`config.mk`:
```
export PLATFORM = sky130hd
export DESIGN_NAME = ddr3_port_arbiter
export DESIGN_NICKNAME = d
export VERILOG_FILES = /design/src/rtl/ddr3_arb_pkg.sv /design/src/rtl/ddr3_arb_tag_fifo.sv /design/src/rtl/ddr3_port_arbiter.sv
export SDC_FILE = /design/constraint.sdc
export NUM_CORES = 1
export LEC_CHECK = 0
export BUFFER_PORTS_ARGS = -buffer_cell sky130_fd_sc_hd__buf_2
export CORE_AREA = 2 2 356 358
export DETAILED_ROUTE_END_ITERATION = 12
export DIE_AREA = 0 0 358 360
export HOLD_SLACK_MARGIN = 0.02
export PLACE_DENSITY = 0.31
export SETUP_SLACK_MARGIN = 0.5
export SYNTH_ARGS = -nofsm -noshare
export SYNTH_HDL_FRONTEND = slang
export SYNTH_HIERARCHICAL = 1
export SYNTH_SLANG_ARGS = --single-unit
```
`constraint.sdc`:
```
create_clock -name clk -period 6.9 [get_ports clk]
set_input_delay 0 -clock clk [delete_from_list [all_inputs] [get_ports clk]]
set_output_delay 0 -clock clk [all_outputs]
set_load 0.005 [all_outputs]
```
`src/rtl/ddr3_arb_pkg.sv`:
```
// ddr3_arb_pkg: shared types for the DDR3 port arbiter (owner id, FSM states, read tag record).
package ddr3_arb_pkg;
    localparam int ARB_BURST_W = 4;
    typedef logic owner_t;
    typedef enum logic [1:0] {IDLE, CMD, WBURST} state_t;
    typedef struct packed {
        owner_t                 owner;
        logic [ARB_BURST_W-1:0] burstcount;
    } rd_tag_t;
endpackage

```
`src/rtl/ddr3_arb_tag_fifo.sv`:
```
// ddr3_arb_tag_fifo: synchronous FIFO of outstanding read tags.
//  clk/reset: clock and sync active-high reset; push/din: enqueue (ignored when full)
//  pop: dequeue (ignored when empty); head: oldest tag; full/empty: occupancy flags
module ddr3_arb_tag_fifo
    import ddr3_arb_pkg::*;
#(
    parameter int DEPTH = 8
) (
    input  logic    clk,
    input  logic    reset,
    input  logic    push,
    input  logic    pop,
    input  rd_tag_t din,
    output rd_tag_t head,
    output logic    full,
    output logic    empty
);
    localparam int AW = $clog2(DEPTH);
    rd_tag_t mem [DEPTH];
    logic [AW:0] wp, rp;
    logic do_push, do_pop;
    // extra pointer bit distinguishes full from empty
    assign full    = (wp[AW] != rp[AW]) && (wp[AW-1:0] == rp[AW-1:0]);
    assign empty   = wp == rp;
    assign do_push = push && !full;
    assign do_pop  = pop && !empty;
    assign head    = mem[rp[AW-1:0]];
    always_ff @(posedge clk) begin
        if (do_push) mem[wp[AW-1:0]] <= din;
    end
    always_ff @(posedge clk) begin
        if (reset) begin
            wp <= '0;
            rp <= '0;
        end else begin
            if (do_push) wp <= wp + 1'b1;
            if (do_pop) rp <= rp + 1'b1;
        end
    end
endmodule

```
`src/rtl/ddr3_port_arbiter.sv`:
```
// ddr3_port_arbiter: shares one DDR3 Avalon-MM burst port between m0 (priority) and m1.
//  mN_*: master-side Avalon-MM slave ports; s_*: master port to the DDR3 controller.
//  Write grants persist for the whole burst; read tags route each returned beat to its issuer.
//  Optional ARB_STARVE_GUARD_EN: m1 gets a forced grant after MAX_WAIT consecutive denials.
module ddr3_port_arbiter
    import ddr3_arb_pkg::*;
#(
    parameter int ADDR_W    = 27,
    parameter int DATA_W    = 128,
    parameter int BURST_W   = ARB_BURST_W,
    parameter int MAX_OUTST = 8
`ifdef ARB_STARVE_GUARD_EN
    , parameter int MAX_WAIT = 16
`endif
) (
    input  logic                clk,
    input  logic                reset,
    input  logic [ADDR_W-1:0]   m0_address,
    input  logic                m0_read,
    input  logic                m0_write,
    input  logic [BURST_W-1:0]  m0_burstcount,
    input  logic [DATA_W-1:0]   m0_writedata,
    input  logic [DATA_W/8-1:0] m0_byteenable,
    output logic                m0_waitrequest,
    output logic [DATA_W-1:0]   m0_readdata,
    output logic                m0_readdatavalid,
    input  logic [ADDR_W-1:0]   m1_address,
    input  logic                m1_read,
    input  logic                m1_write,
    input  logic [BURST_W-1:0]  m1_burstcount,
    input  logic [DATA_W-1:0]   m1_writedata,
    input  logic [DATA_W/8-1:0] m1_byteenable,
    output logic                m1_waitrequest,
    output logic [DATA_W-1:0]   m1_readdata,
    output logic                m1_readdatavalid,
    output logic [ADDR_W-1:0]   s_address,
    output logic                s_read,
    output logic                s_write,
    output logic [BURST_W-1:0]  s_burstcount,
    output logic [DATA_W-1:0]   s_writedata,
    output logic [DATA_W/8-1:0] s_byteenable,
    input  logic                s_waitrequest,
    input  logic [DATA_W-1:0]   s_readdata,
    input  logic                s_readdatavalid
);
    state_t state, state_nxt;
    owner_t owner, owner_nxt;
    logic [BURST_W-1:0] wcnt, wcnt_nxt, rcnt;
    rd_tag_t tag_in, head;
    logic full, empty, push, pop, rd_hit, wacc;
    logic own_read, own_write, req0, req1, grant1;

    assign s_address    = owner ? m1_address : m0_address;
    assign s_burstcount = owner ? m1_burstcount : m0_burstcount;
    assign s_writedata  = owner ? m1_writedata : m0_writedata;
    assign s_byteenable = owner ? m1_byteenable : m0_byteenable;
    assign own_read     = owner ? m1_read : m0_read;
    assign own_write    = owner ? m1_write : m0_write;
    assign s_read       = state == CMD && own_read;
    assign s_write      = state != IDLE && own_write;
    assign m0_waitrequest = state == IDLE || owner || s_waitrequest;
    assign m1_waitrequest = state == IDLE || !owner || s_waitrequest;

    // a read only competes when its tag is guaranteed a FIFO slot
    assign req0 = m0_write || (m0_read && !full);
    assign req1 = m1_write || (m1_read && !full);
    assign push = s_read && !s_waitrequest;
    assign wacc = s_write && !s_waitrequest;
    assign tag_in = '{owner: owner, burstcount: s_burstcount};

`ifdef ARB_STARVE_GUARD_EN
    localparam int DW = $clog2(MAX_WAIT + 1);
    logic [DW-1:0] denied;
    assign grant1 = req1 && (!req0 || denied == DW'(MAX_WAIT));
    always_ff @(posedge clk) begin
        if (reset) denied <= '0;
        else if (state == IDLE && req1)
            denied <= grant1 ? '0 : (denied == DW'(MAX_WAIT) ? denied : denied + 1'b1);
    end
`else
    assign grant1 = req1 && !req0;
`endif

    always_comb begin
        state_nxt = state;
        owner_nxt = owner;
        wcnt_nxt  = wcnt;
        case (state)
            IDLE: if (req0 || req1) begin
                state_nxt = CMD;
                owner_nxt = grant1;
            end
            CMD: if (!own_read && !own_write || push) begin
                state_nxt = IDLE;
            end else if (wacc) begin
                state_nxt = s_burstcount == BURST_W'(1) ? IDLE : WBURST;
                wcnt_nxt  = s_burstcount - 1'b1;
            end
            default: if (wacc) begin
                wcnt_nxt  = wcnt - 1'b1;
                state_nxt = wcnt == BURST_W'(1) ? IDLE : WBURST;
            end
        endcase
    end

    always_ff @(posedge clk) begin
        if (reset) begin
            state <= IDLE;
            owner <= '0;
            wcnt  <= '0;
            rcnt  <= '0;
        end else begin
            state <= state_nxt;
            owner <= owner_nxt;
            wcnt  <= wcnt_nxt;
            rcnt  <= pop ? '0 : rd_hit ? rcnt + 1'b1 : rcnt;
        end
    end

    // beats arriving with no outstanding tag are dropped
    assign rd_hit = s_readdatavalid && !empty;
    assign pop    = rd_hit && (rcnt + 1'b1) == head.burstcount;
    assign m0_readdata      = s_readdata;
    assign m1_readdata      = s_readdata;
    assign m0_readdatavalid = rd_hit && !head.owner;
    assign m1_readdatavalid = rd_hit && head.owner;

    ddr3_arb_tag_fifo #(.DEPTH(MAX_OUTST)) u_tag_fifo (
        .clk   (clk),
        .reset (reset),
        .push  (push),
        .pop   (pop),
        .din   (tag_in),
        .head  (head),
        .full  (full),
        .empty (empty)
    );
endmodule

```
---- After elaboration in Yosys (flattened, before gate mapping) ----
Memory sizes are Yosys's and may differ from the RTL's. A register that Yosys moved wholly into a read port is not among the register bits.
Cells that the tools add are included.
W data, S select, Z words.
word-level totals
  register bits ........................... 19
  bits in writable memories ............... 40
  input port bits ......................... 486
  output and inout port bits .............. 437
  memories ................................ 1
memories
  memory          depth  bits a word  read ports  clocked after Yosys merged registers in  write ports  RTL line                 RTL
  u_tag_fifo.mem  8      5            1           1                                        1            ddr3_arb_tag_fifo.sv:19  rd_tag_t mem [DEPTH];
operators by class
  add/sub/neg operators ................... 5
  eq/ne operators ......................... 10
  muxes and demuxes ....................... 21
  bitwise logic cells ..................... 1
  reductions and logical operators ........ 38
operators by type and width
  kind                   count
  $mux W128              1
  $mux W27               1
  $mux W16               1
  $mux W4                4
  $logic_and A1 B1 Y1    15
  $add A4 B1 Y4 const B  3
  $mux W2                6
  $eq A4 B1 Y1 const B   2
  $eq A4 B4 Y1           2
  $logic_not A1 Y1       8
  $logic_or A1 B1 Y1     8
  $pmux W4 S2            1
  $sub A4 B1 Y4 const B  2
  $mux W3                2
  $reduce_and A3 Y1      2
  $mux W1                4
  $pmux W2 S2            1
  $eq A3 B3 Y1           1
  $ne A3 B2 Y1 const B   1
  $reduce_bool A3 Y1     1
  $eq A2 B1 Y1 const B   1
  $logic_not A2 Y1       1
  $ne A2 B1 Y1 const B   1
  $ne A2 B2 Y1 const B   1
  5 further kinds        5

---- Depth between registers and ports, before layout ----
Gate-level depths: netlist of run 1.
  depth after elaboration ................. 8
  depth in mapped cells ................... 11
  gate-level depth less buffers ........... 9

---- Cells and area by module ----
The synthesis of run 1 kept the hierarchy.
modules (own cells, without submodules)
  module             instances  cells each  area an instance (sq um)
  ddr3_port_arbiter  1          566         4,893.4
  ddr3_arb_tag_fifo  1          144         2,254.7

---- Worst setup path after synthesis of run 1 ----
No wires, ideal clock.
  path type ............................... register -> register
  start ................................... reg with a tool-made name
  end ..................................... reg with a tool-made name
  library setup time ...................... 0.121 ns
  data arrival time ....................... 2.551 ns
  required time ........................... 6.779 ns
  slack ................................... 4.229 ns
  stages on the path, launching flop included .. 10
  cells stage by stage .................... dfxtp_1 > buf_2 > mux4_2 > mux2_2 > xor2_1 > xnor2_1 > nor3_1 > nand2_1 > a41oi_1 > mux2_2

==> results of run 1 <==
## what timing repair did
action	in CTS	in global routing
hold buffers	128	0
setup buffers	0	0
endpoints found under the hold margin	256	0
## cell type report
| class | count | area, sq um |
|---|---|---|
| Multi-Input combinational cell | 351 | 3380 |
| Inverter | 6 | 22.5 |
| Clock inverter | 7 | 50.0 |
| Fill cell | 14700 | 113000 |
| Sequential cell | 62 | 1650 |
| Antenna cell | 22 | 55.1 |
| Clock buffer | 9 | 225 |
| Timing Repair Buffer | 672 | 4020 |
| Tap cell | 1650 | 2060 |
## metrics by stage
step	power, mW	std cells
floorplan	0.850	710
global placement	1.26	2613
detailed placement	1.26	2613
CTS	1.78	2757
global route	1.83	2772
finish	1.73	2779
## worst max-delay path, delay by kind of cell (launching register included)
kind             cells  cell delay (ps)
AO/OA/AOI/OAI        1              260
XOR/XNOR             2              310
flip-flops           1              760
multiplexers         3             1260
AND/OR/NAND/NOR      2              530
## sequential cells by signal (all words and copies together), names as in the netlist, named ones only
register	flops
u_tag_fifo/mem	40
rcnt	4
u_tag_fifo/rp	4
owner	1
state	2
u_tag_fifo/wp	4
wcnt	4
## synthesized netlist by cell type (2+ instances only)
cell      number  area, sq um
ha_1           7         87.6
a21oi_1        8         40.0
o41a_1         2         22.5
mux4_2        10          225
nand3_1        5         25.0
a41oi_1        2         17.5
mux2_1         3         33.8
nor2_1        23         86.3
xnor2_1        9         78.8
mux2i_1       10          100
nor2b_1       10         62.6
nor3b_1        2         15.0
inv_1          6         22.5
buf_6          2         22.5
nand2b_1       9         56.3
mux2_2       182         2050
nand2_1        9         33.8
a211oi_1       2         15.0
a31oi_1        2         12.5
buf_2         25          125
a21o_1         2         15.0
edfxtp_1      40         1200
o311ai_0       2         17.5
nor4_1         3         18.8
dfxtp_1       22          440
xor2_1        10         87.6
nor3_1        11         55.1
o211ai_1       3         22.5
clkbuf_1       6         22.5
buf_4        257         1930
nand4_1        3         18.8
## path summary, 6_finish.rpt
kind              end           from  slack (ps)
max          register       register        3680
min          state[0]  s_waitrequest          70
max reg2reg  register       register        3680
min reg2reg   wcnt[1]        wcnt[1]         520
## where the power goes
part	internal, mW	switching, mW	leakage [nW]
sequential	0.409	0.0192	0.540
combinational	0.375	0.510	3.83
clock	0.243	0.173	0.130
total	1.03	0.702	4.50
## kinds of logic after synthesis
group | share of synthesized area, %
adder cells (fa/ha/maj) | 1.23
AND/OR/NAND/NOR | 5.90
AO/OA/AOI/OAI | 3.92
XOR/XNOR | 2.33
multiplexers | 33.9
buffers and inverters | 29.8
flip-flops | 23.0
## per-layer routing
| metal | up-vias | part of all wire, % | wire length [um] | global-route usage [%] |
|---|---|---|---|---|
| met4 | 50 | 4.1 | 2910 | 3.29 |
| li1 | 3050 | - | - | - |
| met3 | 174 | 9.5 | 6710 | 3.82 |
| met1 | 3376 | 37 | 26100 | 11.1 |
| met5 | - | 0.43 | 305 | 0 |
| met2 | 645 | 49 | 34800 | 18.5 |
==> flow_summary.ini, run 1 <==
[drt]
dr.first_iter.drc_count = 302
drc = 0
vias = 7295
ant_nets = 0
vias_per_cell = 2.63
routed_wl_um = 70800
routedWlPerCell_um = 25.5
first_pass_iters = 6

[synth]
synthArstFlopShare_pct = 0
ys_seq_elements = 62
ys_seq_area_share_pct = 23.0
yosys_most_used_dff = edfxtp_1
avgSynthCellArea_sq_um = 10.1
yosys_warnings = 6
synth_enable_flop_cells = 40
synthCells = 710
synthDistinctLibCells = 54
syn_nets = 1203
synth_area_sq_um = 7150

[critical_path]
cp_max_fo = 10
cpPeakStageDelay_ps = 760
end_kind = register
arrival_ps = 3450
path_class = register to register
slowest_stage = dfxtp_1
required_ps = 7120
critical_path.most_common_cell = mux2_2
ff2ff_path_depth = 8
cp-start-kind = register
cp_cell_sequence = mux4_2 > mux2_2 > xor2_1 > xnor2_1 > nor3_1 > nand2_1 > a41oi_1 > mux2_2

[sta]
fin_crit_sh_pct = 46.7
setup_tns_ps = 0
clock.fmax_mhz = 310
finalSetupViolCount = 0
grt_setup_unrepaired = no
fin_worst_skew_ps = 5.72
setup_ws_ps = 3680
relSlewSlack_pct = 27.9
whs_ps = 66.7
hold_viol = 0
tightest_slew_ps = 1080
period_minus_slack_ps = 3220
finalMaxSlewViolations = 0

[global_route]
grt.overflow.total = 0
grt_pass1_vias = 7206
track_usage_pct = 10.3
grt_max_degree = 69
grt_first_pass_wirelength_um = 84200
grt_antenna_before_repair = 77

[placement]
portBuffers = 538
dp_slack_ps = 3570
dp_hpwl_um = 64400
gp_congestion = 0.833
placed_cell_area_sq_um = 9850

[outcome]
status = finished clean

[floorplan]
core_sq_um = 125000
start_util_pct = 5.72
dieArea_sq_um = 129000
num_io_pins = 923
die_w_um = 358
die_h_um = 360
floorplan.rows = 130

[final_layout]
drive_gt1_share_pct = 68.3
layout.nets = 1595
final_common_cell = buf_2
layout-area-overhead-vs-synth_pct = 60.3
post-route-util_pct = 9.17
final_area_sq_um = 11500
final_cell_mix = buf_2, mux2_2, dlygate4sd3_1

[power_and_ir_drop]
powerDensity_nw_per_um2 = 151
peakVddDrop_v = 0.000100
leakagePower_nw = 4.50

[clock_network]
htreeDepth = 3
cts_root_buf = clkbuf_16
cts_sinks = 62
path_clk_slew_ps = 60
cts_tree = done
cts_buffers = 9
ctsResizeCount = 0
clk_path_buf_depth = 2
clock_latency_ps = 330

[worst_hold_path]
hp-class = input port to register
hold_depth = 3

[job]
maxCapViolations = 0
Note: power is estimated with default switching activity, not from simulation.
==> run 2: changes to the inputs <==
- CORE_AREA: 2 2 356 358 -> 2 2 361 363
- DIE_AREA: 0 0 358 360 -> 0 0 363 365
- clock period: 6.9 -> 3.3 ns (I/O delays scaled with it)
==> flow_summary.ini, run 2 (synthesis gave the netlist of run 1 again) <==
[sta]
grt_setup_unrepaired = no
hold_viol = 0
setup_tns_ps = 0
clock.fmax_mhz = 369
relSlewSlack_pct = 18.5
fin_crit_sh_pct = 82.2
period_minus_slack_ps = 2710
tightest_slew_ps = 1220
finalSetupViolCount = 0
finalMaxSlewViolations = 0
fin_worst_skew_ps = 3.17

[global_route]
grt.overflow.total = 0
grt_max_degree = 134
grt_pass1_vias = 6995
grt_antenna_before_repair = 122
grt_first_pass_wirelength_um = 84600
track_usage_pct = 10.3

[placement]
dp_hpwl_um = 67100
gp_congestion = 0.784
dp.cells = 2645
placed_cell_area_sq_um = 9960
portBuffers = 538

[worst_hold_path]
hp-class = input port to register
worstHoldEndpoint = state[0]
hold_depth = 3
min_from = s_waitrequest

[critical_path]
cp-start-kind = register
cpPeakStageDelay_ps = 530
end_kind = register
arrival_ps = 2930
cp_num_cells = 10
crit_buf_inv = 2
slowest_stage = mux4_2
cp_max_fo = 10
r2r_slack_ps = 590
path_class = register to register
required_ps = 3510
path_delay_family = multiplexers
critical_path.most_common_cell = mux2_2
cp_cell_sequence = buf_12 > mux4_2 > mux2_2 > xor2_1 > xnor2_1 > nor3_2 > buf_4 > nand2_1 > a41oi_2 > mux2_2
ff2ff_path_depth = 10

[final_layout]
largest_register_ffs = 40
final_common_cell = buf_2
final_area_sq_um = 11700
drive_gt1_share_pct = 68.8
layout.nets = 1605
final_cell_mix = buf_2, mux2_2, dlygate4sd3_1
final_cells = 2826
layout-area-overhead-vs-synth_pct = 63.1

[power_and_ir_drop]
peakVddDrop_v = 0.000240
powerDensity_nw_per_um2 = 307
leakagePower_nw = 4.57

[drt]
dr.first_iter.drc_count = 234
routedWlPerCell_um = 25.9
vias = 7355
first_pass_iters = 4
ant_nets = 0
drc = 0
vias_per_cell = 2.60
routed_wl_um = 73300

[job]
maxCapViolations = 0

[outcome]
status = finished clean

[clock_network]
cts_buffers = 9
htreeDepth = 3
path_clk_slew_ps = 50
cts_tree = done
cts_root_buf = clkbuf_16
clock_latency_ps = 330
cts_sinks = 62
clk_path_buf_depth = 2

[floorplan]
core_sq_um = 129000
num_io_pins = 923
start_util_pct = 5.56
die_h_um = 365
die_w_um = 363
floorplan.rows = 132
dieArea_sq_um = 132000
==> run 2: what timing repair did <==
item                       in CTS  in global routing
cloned                          0                  0
resized for setup               2                  2
pin swaps                       0                  1
buffers inserted                0                  3
setup endpoints to repair       2                  3
hold buffers                  128                  0
hold endpoints to repair      256                  0
==> run 2: routing by layer <==
| layer | wire [um] | global-route usage [%] | share of wire (%) | up-vias |
|---|---|---|---|---|
| met5 | 668 | 0 | 0.91 | - |
| met4 | 1660 | 1.40 | 2.3 | 102 |
| met3 | 17300 | 11.8 | 24 | 233 |
| met2 | 31000 | 15.9 | 42 | 680 |
| met1 | 22600 | 9.09 | 31 | 3257 |
| li1 | - | - | - | 3083 |
==> run 2: area by class of cell <==
type | count | area (sq um)
fill | 15100 | 117000
timing repair buffer | 682 | 4120
multi-input combinational | 351 | 3400
tap | 1675 | 2100
sequential | 62 | 1650
clock buffer | 10 | 229
antenna | 34 | 85.1
clock inverter | 6 | 62.6
inverter | 6 | 22.5
==> run 2: worst reg2reg max path, stage by stage, from the launching register on <==
cell and delay, ps:
dfxtp_1 350, buf_12 160, mux4_2 530, mux2_2 290, xor2_1 150, xnor2_1 150
nor3_2 190, buf_4 150, nand2_1 60, a41oi_2 210, mux2_2 360
==> run 2: power breakdown <==
group          internal (mW)  switching (mW)
clock network          0.581           0.340
registers              0.854          0.0358
logic                  0.791           0.981
total                   2.23            1.36
==> run 2: stage by stage <==
stage	total power [mW]	util, %	worst slack (ps)	hold slack (ps)
after CTS	3.68	8.97	520	31.3
after detailed placement	2.51	7.74	428	0.0507
after floorplan	1.78	-	629	69.1
final	3.58	9.06	587	52.9
after global placement	2.52	7.74	375	0.0507
after global routing	3.81	9.01	498	54.6
==> run 2: worst max path at each step <==
stage / slack, ps / end / from
floorplan: 630 / register / register
global placement: 370 / register / register
detailed placement: 430 / register / register
CTS: 520 / register / register
global route: 500 / register / register
finish: 590 / register / register
==> run 3: changes to the inputs <==
- ABC_AREA: not set -> 1
- CORE_AREA: 2 2 361 363 -> 2 2 363 365
- DIE_AREA: 0 0 363 365 -> 0 0 365 367
- clock period: 3.3 -> 2.5 ns (I/O delays scaled with it)
==> flow_summary.ini, run 3 <==
[outcome]
status = finished clean

[drt]
drc = 0
routed_wl_um = 95300
first_pass_iters = 5
vias = 9729
routedWlPerCell_um = 28.3
dr.first_iter.drc_count = 727
ant_nets = 0
vias_per_cell = 2.89

[sta]
setup_tns_ps = 0
finalSetupViolCount = 0
grt_setup_unrepaired = yes
finalMaxSlewViolations = 0
clock.fmax_mhz = 493
fin_crit_sh_pct = 81.2
hold_viol = 0
fin_worst_skew_ps = 6.68
period_minus_slack_ps = 2030
tightest_slew_ps = 523
relSlewSlack_pct = 65.0

[critical_path]
required_ps = 2730
slowest_stage = dfxtp_4
crit_buf_inv = 4
end_kind = register
arrival_ps = 2260
cpPeakStageDelay_ps = 400
critical_path.most_common_cell = nand2_1
path_class = register to register
cp_max_fo = 10
cp-start-kind = register
cp_cell_sequence = bufbuf_16 > mux2i_1 > o22ai_1 > nand2_1 > nand2_1 > xor2_1 > nand3_1 > inv_2 > buf_4 > buf_6 > a21oi_2 > nor2_1
path_delay_family = buffers and inverters

[clock_network]
cts_root_buf = clkbuf_16
cts_buffers = 9
path_clk_slew_ps = 60
cts_tree = done
htreeDepth = 3
clk_path_buf_depth = 2
clock_latency_ps = 340
cts_sinks = 62

[floorplan]
die_h_um = 367
core_sq_um = 130000
floorplan.rows = 133
start_util_pct = 5.56
num_io_pins = 923
dieArea_sq_um = 134000
die_w_um = 365

[power_and_ir_drop]
leakagePower_nw = 5.85
seq_power_share_pct = 14.2
powerDensity_nw_per_um2 = 714
sw_frac_of_total_pct = 56.8
combPwrFrac_pct = 71.4
peakVddDrop_v = 0.000303
clockPowerShare_pct = 14.4
intPower_mw = 3.81
switching_power_mw = 5.01

[synth]
synthCells = 1163
synth_area_sq_um = 7250
ys_seq_area_share_pct = 22.6
synth_common_cells = nand2_1, buf_4, nor2_1
synthDistinctLibCells = 36
yosys_most_used_dff = edfxtp_1
ys_seq_elements = 62
synth_enable_flop_cells = 40
synthArstFlopShare_pct = 0
synth_top_area_cell = nand2_1
yosysMostFrequentCell = nand2_1
avgSynthCellArea_sq_um = 6.24
yosys-top-cells-area = nand2_1, buf_4, edfxtp_1
synth.top_cell.area_share_pct = 30.4
syn_nets = 1656
yosys_warnings = 6

[final_layout]
layout-area-overhead-vs-synth_pct = 70.3
final_cells = 3367
drive_gt1_share_pct = 42.2
layout.nets = 2070
final_cell_mix = nand2_1, buf_2, dlygate4sd3_1
final_common_cell = nand2_1
largest_register_ffs = 40

[global_route]
grt_pass1_vias = 9115
track_usage_pct = 13.4
grt_max_degree = 74
grt_first_pass_wirelength_um = 113000
grt.overflow.total = 0
grt_antenna_before_repair = 104

[worst_hold_path]
hp-class = input port to register

[placement]
dp.cells = 3174
gp_congestion = 0.913
dp_hpwl_um = 84200
portBuffers = 538

[job]
maxCapViolations = 0
run 3: cell types whose count changed in the layout (fill, tap and decap cells not counted), sizes merged, moves of 14 or more:
cell   delta
buf      +14
inv      +39
mux2    -186
nand2   +594
nand3    +15
nor2     +26
o21ai    +17
run 3: metal layers:
metal  global-route usage [%]  vias to the layer above  share of wire [%]
li1                         -                     4177                  -
met1                     17.0                     4459                 42
met5                        0                        -               0.92
met3                     11.8                      204                 19
met4                     2.33                      100                2.1
met2                     16.6                      789                 36
run 3: path summary, 6_finish.rpt:
kind	startpoint	to	slack [ps]	depth (start not counted)
worst min register to register	wcnt[3]	wcnt[3]	510	2
worst max-delay path	register	register	470	12
worst min-delay path	m0_write	owner	50	3
worst max register to register	register	register	470	12
run 3: logic make-up after synthesis:
group | after synthesis | synth area share [%]
simple gates | 678 | 37.5
xor+xnor | 7 | 0.949
compound gates | 49 | 4.04
buf+inv | 348 | 32.0
mux | 12 | 1.66
fa+ha+maj | 7 | 1.21
flops | 62 | 22.6
run 3: power groups by stage:
stage	registers, mW	clock network [mW]	logic (mW)
5_1_grt	1.26	1.36	6.86
3_3_place_gp	1.30	0	5.60
4_1_cts	1.29	1.31	6.19
3_5_place_dp	1.30	0	5.58
2_1_floorplan	1.26	0	2.24
6_report	1.25	1.27	6.30
run 3: through the flow:
stage                     hold slack (ps)  power [mW]  instance area [sq um]  util [%]  setup slack (ps)
after CTS                            39.0        8.78                  12100      9.24               395
after detailed placement           0.0531        6.88                  10200      7.81               232
after global routing                 43.5        9.47                  12300      9.43               323
final                                46.5        8.82                  12400      9.47               470
after global placement             0.0531        6.90                  10200      7.81              72.1
after floorplan                      69.1        3.50                   7260         -               527
run 3: repair_timing:
item / 4_1_cts / 5_1_grt
endpoints found under the setup margin: 92 / 140
cloned: 3 / 4
endpoints found under the hold margin: 258 / 0
pin swaps: 4 / 6
setup buffers: 5 / 6
hold buffers: 129 / 0
resized for setup: 50 / 27
run 3: final cells by class:
type	count	area (sq um)
Multi-Input combinational cell	753	3380
Timing Repair Buffer	703	4540
Clock inverter	7	75.1
Inverter	48	200
Sequential cell	62	1670
Tap cell	1755	2200
Antenna cell	30	75.1
Clock buffer	9	225
Fill cell	15600	118000
run 3: worst reg2reg max path, delay by kind of cell, from the launching register on:
kind	cells	cell delay, ps
buffers and inverters	4	600
DFF	1	400
and+or+nand+nor	4	320
AOI/OAI and AO/OA	2	240
muxes	1	190
xor gates and xnor gates	1	160
